`src/rtl/uart_pkg.sv`:
```
// Shared definitions for the 8-P-1 UART transmitter.
// Holds the frame state encoding, frame geometry constants and the
// parity helper used when a byte is accepted.
package uart_pkg;

  typedef enum logic [2:0] {
    IDLE   = 3'd0,
    START  = 3'd1,
    DATA   = 3'd2,
    PARITY = 3'd3,
    STOP   = 3'd4
  } uart_state_e;

  localparam int DATA_BITS  = 8;
  localparam int FRAME_BITS = 11;

  // Even parity is the XOR of all data bits; odd parity is its inverse.
  function automatic logic uart_parity(input logic [7:0] data, input logic odd);
    return (^data) ^ odd;
  endfunction

endpackage

```
`src/rtl/uart_bit_timer.sv`:
```
// Bit-period counter for the UART transmitter.
// Counts 0..CLKS_PER_BIT-1 and wraps; restart_i holds it at zero.
// Ports:
//   clk       - system clock
//   rst_n     - asynchronous active-low reset
//   restart_i - force the count to zero on the next edge
//   count_o   - current count within the bit period
//   tc_o      - high in the last cycle of a bit period
module uart_bit_timer #(
  parameter int CLKS_PER_BIT = 434,
  localparam int CNT_W = $clog2(CLKS_PER_BIT)
) (
  input  logic             clk,
  input  logic             rst_n,
  input  logic             restart_i,
  output logic [CNT_W-1:0] count_o,
  output logic             tc_o
);

  logic [CNT_W-1:0] count_q;
  logic [CNT_W-1:0] count_d;
  logic             tc_s;

  assign tc_s    = (count_q == CNT_W'(CLKS_PER_BIT - 1));
  assign tc_o    = tc_s;
  assign count_o = count_q;

  // Next count: hold at zero on restart, wrap at terminal count.
  always_comb begin
    count_d = count_q;
    if (restart_i) begin
      count_d = '0;
    end else if (tc_s) begin
      count_d = '0;
    end else begin
      count_d = count_q + CNT_W'(1);
    end
  end

  // Count register.
  always_ff @(posedge clk or negedge rst_n) begin
    if (!rst_n) begin
      count_q <= '0;
    end else begin
      count_q <= count_d;
    end
  end

endmodule

```
`src/rtl/uart_parity_tx.sv`:
```
// 8-P-1 serial transmitter with a valid/ready byte interface.
// Frame: start(0), 8 data bits LSB first, parity, stop(1); each bit lasts
// CLKS_PER_BIT clocks. All outputs are registered and are computed from the
// next state, so they change exactly on the edge that enters a new bit.
// Ports:
//   clk, rst_n  - clock, asynchronous active-low reset
//   tx_data     - byte to send, sampled on acceptance
//   tx_valid    - source offers a byte
//   tx_ready    - transmitter idle, will accept on this edge
//   tx_serial   - serial line, idle high
//   tx_busy     - frame in progress
//   frame_done  - one-cycle pulse in the last clock of the stop bit
module uart_parity_tx
  import uart_pkg::*;
#(
  parameter int   CLKS_PER_BIT = 434,
  parameter logic PARITY_ODD   = 1'b0
) (
  input  logic       clk,
  input  logic       rst_n,
  input  logic [7:0] tx_data,
  input  logic       tx_valid,
  output logic       tx_ready,
  output logic       tx_serial,
  output logic       tx_busy,
  output logic       frame_done
);

  localparam int CNT_W = $clog2(CLKS_PER_BIT);

  uart_state_e      state_q, state_d;
  logic [2:0]       bit_idx_q, bit_idx_d;
  logic [7:0]       shift_q, shift_d;
  logic             parity_q, parity_d;
  logic             tx_serial_q, tx_serial_d;
  logic             tx_ready_q, tx_ready_d;
  logic             tx_busy_q, tx_busy_d;
  logic             frame_done_q, frame_done_d;

  logic             restart_s;
  logic             tc_s;
  logic [CNT_W-1:0] count_s;

  // The bit timer is parked at zero while idle so the start bit gets a full period.
  assign restart_s = (state_q == IDLE);

  uart_bit_timer #(
    .CLKS_PER_BIT(CLKS_PER_BIT)
  ) u_bit_timer (
    .clk      (clk),
    .rst_n    (rst_n),
    .restart_i(restart_s),
    .count_o  (count_s),
    .tc_o     (tc_s)
  );

  // Next-state, datapath and next-output logic.
  always_comb begin
    state_d      = state_q;
    bit_idx_d    = bit_idx_q;
    shift_d      = shift_q;
    parity_d     = parity_q;
    tx_serial_d  = 1'b1;
    tx_ready_d   = 1'b0;
    tx_busy_d    = 1'b1;
    frame_done_d = 1'b0;

    case (state_q)
      IDLE: begin
        if (tx_valid && tx_ready_q) begin
          state_d   = START;
          shift_d   = tx_data;
          parity_d  = uart_parity(tx_data, PARITY_ODD);
          bit_idx_d = 3'd0;
        end else begin
          state_d = IDLE;
        end
      end
      START: begin
        if (tc_s) begin
          state_d   = DATA;
          bit_idx_d = 3'd0;
        end else begin
          state_d = START;
        end
      end
      DATA: begin
        if (tc_s) begin
          // Index 7 is the last data bit; the index is never incremented past it.
          if (bit_idx_q == 3'(DATA_BITS - 1)) begin
            state_d = PARITY;
          end else begin
            bit_idx_d = bit_idx_q + 3'd1;
          end
        end else begin
          state_d = DATA;
        end
      end
      PARITY: begin
        if (tc_s) begin
          state_d = STOP;
        end else begin
          state_d = PARITY;
        end
      end
      STOP: begin
        if (tc_s) begin
          state_d = IDLE;
        end else begin
          state_d = STOP;
        end
      end
      default: begin
        state_d = IDLE;
      end
    endcase

    // Outputs follow the state being entered so they are registered yet on time.
    case (state_d)
      IDLE: begin
        tx_serial_d = 1'b1;
        tx_ready_d  = 1'b1;
        tx_busy_d   = 1'b0;
      end
      START:   tx_serial_d = 1'b0;
      DATA:    tx_serial_d = shift_d[bit_idx_d];
      PARITY:  tx_serial_d = parity_d;
      STOP:    tx_serial_d = 1'b1;
      default: tx_serial_d = 1'b1;
    endcase

    // The pulse is set one count early so it lands in the final stop-bit cycle.
    if ((state_q == STOP) && (count_s == CNT_W'(CLKS_PER_BIT - 2))) begin
      frame_done_d = 1'b1;
    end else begin
      frame_done_d = 1'b0;
    end
  end

  // State, datapath and output registers.
  always_ff @(posedge clk or negedge rst_n) begin
    if (!rst_n) begin
      state_q      <= IDLE;
      bit_idx_q    <= 3'd0;
      shift_q      <= 8'd0;
      parity_q     <= 1'b0;
      tx_serial_q  <= 1'b1;
      tx_ready_q   <= 1'b1;
      tx_busy_q    <= 1'b0;
      frame_done_q <= 1'b0;
    end else begin
      state_q      <= state_d;
      bit_idx_q    <= bit_idx_d;
      shift_q      <= shift_d;
      parity_q     <= parity_d;
      tx_serial_q  <= tx_serial_d;
      tx_ready_q   <= tx_ready_d;
      tx_busy_q    <= tx_busy_d;
      frame_done_q <= frame_done_d;
    end
  end

  assign tx_serial  = tx_serial_q;
  assign tx_ready   = tx_ready_q;
  assign tx_busy    = tx_busy_q;
  assign frame_done = frame_done_q;

endmodule

```
`config.mk`:
```
export PLATFORM = sky130hd
export DESIGN_NAME = uart_parity_tx
export DESIGN_NICKNAME = d
export VERILOG_FILES = /design/src/rtl/uart_pkg.sv /design/src/rtl/uart_bit_timer.sv /design/src/rtl/uart_parity_tx.sv
export SDC_FILE = /design/constraint.sdc
export NUM_CORES = 1
export LEC_CHECK = 0
export ABC_AREA = 1
export CORE_MARGIN = 2
export CORE_UTILIZATION = 35
export CTS_BUF_LIST = sky130_fd_sc_hd__clkbuf_4
export DETAILED_ROUTE_END_ITERATION = 10
export PLACE_DENSITY_LB_ADDON = 0.12
export REMOVE_ABC_BUFFERS = 1
export SLEW_MARGIN = 20
export SYNTH_ARGS = -nofsm -noshare
export SYNTH_HDL_FRONTEND = slang
export SYNTH_SLANG_ARGS = --single-unit
```
`constraint.sdc`:
```
create_clock -name clk -period 1.4 [get_ports clk]
set_input_delay 0.35 -clock clk [delete_from_list [all_inputs] [get_ports clk]]
set_output_delay 0.35 -clock clk [all_outputs]
set_load 0.02 [all_outputs]
```
==> impl_results.md <==
* Status: finished with violations
* Failing checks: setup timing
* Die ar. at 5250 um2
* Seq/Total Area, Yosys at 42.9%
* Gr usage total at between 10% and 20%
* First-pass GRT wire length at 6310 um
* Largest net degree at the start of global routing at 29
* Psw at 0.000308 W
* Port bufs at 14
* Number of synthesized register bits at 28
* Sw Share at 23.9%
* Final WS setup at -0.235 ns
* Starting Density at 36.9%
* CP required at 1.70 ns
* Hold_ws at around 0.34 ns
* Via count at about 1400
* Num ports at 15
* Drt first pass iters at 4
* CP max FO at 5
* Endpoints failing setup at 10
* Number of global-route vias before repair at around 1400
* Crit end category: flip-flop
* Avg WL per Cell at roughly 11 um
* Die H at 72.4 um
* Root Buffer: clkbuf_4
* Post-Syn Instances at 207
* WL final at about 3700 um
* Num rows at 24
* P_leak at 1.26 nW
* CTS Sinks at 28
* Core Area at roughly 4400 um2
* Post-synthesis cell type count at 29
* Min-Delay Path Class: input pin to async pin
* Routability Congestion at 0.783
* Mapped Avg Cell Area at 7.92 um2
* Int Pwr at 0.000978 W
* CTS tree: yes
* Kind of critical path: flip-flop to flip-flop
* CTS Buf Count at 3
* Final min period at 1.63 ns
* Hpwl dp at about 2600 um
* Pins Over Slew Limit at 0
* Clk_lat worst skew at 0.34 ns
* Core Util, Final at 56.6%
* Antenna Nets Post-Route at 0
* Skew final at 0.0135 ns
* Seq pwr share at around 63%
* Multi-input gate area at 986 um2
* Pwr/cell area at 512 nW/um2
* Residual DRC at 0
* CP Launch Type: flip-flop
* Die X-Extent at 72.4 um
* Total grt overflow at 0
* RSZ-0062 raised after global routing: yes
* Yosys warnings at 0
* Combinational share of power at 9.3%
* Clock power frac at 27.8%
* Peak supply drop at 0.000438 V
* Worst Path Arrival at 1.93 ns
* Clock-pin slew on the worst setup and hold paths at 0.16 ns
* Clk buf depth at 2
* Layout area overhead at 53.4%
* Antenna cells at 0
* DR iter-0 viols at 46
* Final hold viol count at 0
* Number of max-cap violations at 0
* Cell area after synthesis at 1640 um2
* Fin crit share at 117%
* FMAX at 0.612 GHz
* Pin slew with the least headroom to its limit at 0.226 ns
* Filler cells at roughly 410
* Share of cells above drive strength 1 at 45.7%
* Initial antenna violation count at 0
* Avg Vias per Cell at 4.39
* Max_slew headroom at 84.8%
* Final net count at about 290
* Register area at between 700 and 800 um2
* H-tree lvl count at 1
* CTS Hold Bufs at 0
==> cells in the mapped netlist, drive strengths merged <==
master	instances	area [um2]
or2	1	6.26
nor2	25	126
xor2	3	26.3
nand3	15	97.6
o211ai	2	20.0
nand4	5	46.3
xnor2	6	52.6
ha	4	50.1
dfrtp	26	651
nand2	60	248
nor3	6	30.0
buf	1	11.3
and3	1	6.26
a21oi	6	33.8
dfstp	2	52.6
o21ai	7	42.5
inv	37	139
==> area by class of cell <==
| cell class | count | area share, % |
|---|---|---|
| multi-input cells | 141 | 39.2 |
| flip-flops and latches | 28 | 28.1 |
| repair buffers | 66 | 23.5 |
| inverters | 37 | 5.53 |
| well taps | 52 | 2.59 |
| clock buffers | 3 | 0.896 |
| clock inverters | 1 | 0.149 |
==> final timing paths <==
kind,startpoint,end,slack [ns],depth (start not counted)
worst max-delay path,u_bit_timer.count_o[1],tx_serial,-0.23,14
worst min-delay path,rst_n,u_bit_timer.count_o[2],0.34,2
worst max register to register,u_bit_timer.count_o[1],tx_serial,-0.23,14
worst min register to register,shift_q[5],shift_q[5],0.51,2
max in group asynchronous,rst_n,tx_ready,0.83,2
min in group clk,shift_q[5],shift_q[5],0.51,2
==> through the flow <==
stage / std cells / setup TNS (ns) / setup slack (ns) / cell area (um2) / total power, W
6_report: 328 / -1.03 / -0.235 / 2510 / 0.00129
5_1_grt: 328 / -2.50 / -0.382 / 2510 / 0.00135
4_1_cts: 325 / -0.665 / -0.162 / 2330 / 0.00131
3_5_place_dp: 317 / -4.27 / -0.502 / 2180 / 0.000943
3_3_place_gp: 317 / -4.24 / -0.478 / 2180 / 0.000941
2_1_floorplan: 206 / -0.128 / -0.101 / 1630 / 0.000859
==> routing by layer <==
metal | wire [um] | track usage, % | vias to the layer above
met3 | 92 | 3.47 | 2
met1 | 1830 | 20.8 | 646
li1 | - | - | 780
met5 | 0 | 0 | -
met4 | 21 | 1.85 | 0
met2 | 1760 | 25.6 | 13
==> what timing repair did <==
action,in CTS,in global routing
resized for setup,38,43
setup endpoints to repair,19,21
setup buffers,4,3
gates cloned,0,1
pin swaps,8,22
==> cells in the final DEF (no fill, tap or decap), types with 6 or more instances in the layout <==
cell type	synthesis	layout
nand2_1	53	41
nand2_2	6	13
buf_4	0	42
nand3_1	12	10
nor2_1	20	16
dfrtp_1	26	24
xnor2_1	6	6
clkdlybuf4s50_1	0	10
nand2_4	1	6
inv_2	6	15
buf_6	1	9
inv_1	31	22
nor2_4	4	7
==> sequential cells by signal, indices dropped and copies added (netlist names) <==
name / flops
parity_q: 1
frame_done: 1
tx_ready: 1
bit_idx_q: 3
shift_q: 8
tx_busy: 1
tx_serial: 1
state_q: 3
u_bit_timer.count_o: 9
==> worst max-delay path, cell delays in order (launching register included) <==
cell and delay, ns:
dfrtp_1 0.43, inv_2 0.09, ha_4 0.14, nand2_4 0.05
inv_2 0.05, nand2_2 0.05, nor2_4 0.18, nand4_1 0.11
nand2_1 0.09, nand2_2 0.07, inv_2 0.08, nand2_1 0.05
nand3_1 0.07, nand3_1 0.06, nand2_1 0.06
==> power groups by stage <==
stage	sequential [W]	combinational [W]	clock (W)
6_report	0.000809	0.000119	0.000357
5_1_grt	0.000810	0.000134	0.000408
4_1_cts	0.000810	0.000121	0.000377
3_5_place_dp	0.000824	0.000119	0
3_3_place_gp	0.000824	0.000117	0
2_1_floorplan	0.000824	0.0000349	0
==> logic make-up after synthesis <==
logic type               Yosys count  synth area share (%)
XOR/XNOR                           9                  4.81
buffers and inverters             38                  9.16
AO/OA/AOI/OAI                     15                  5.88
adder cells (fa/ha/maj)            4                  3.05
flip-flops                        28                  42.9
AND/OR/NAND/NOR                  113                  34.2
(Power assumes the default switching activity.)
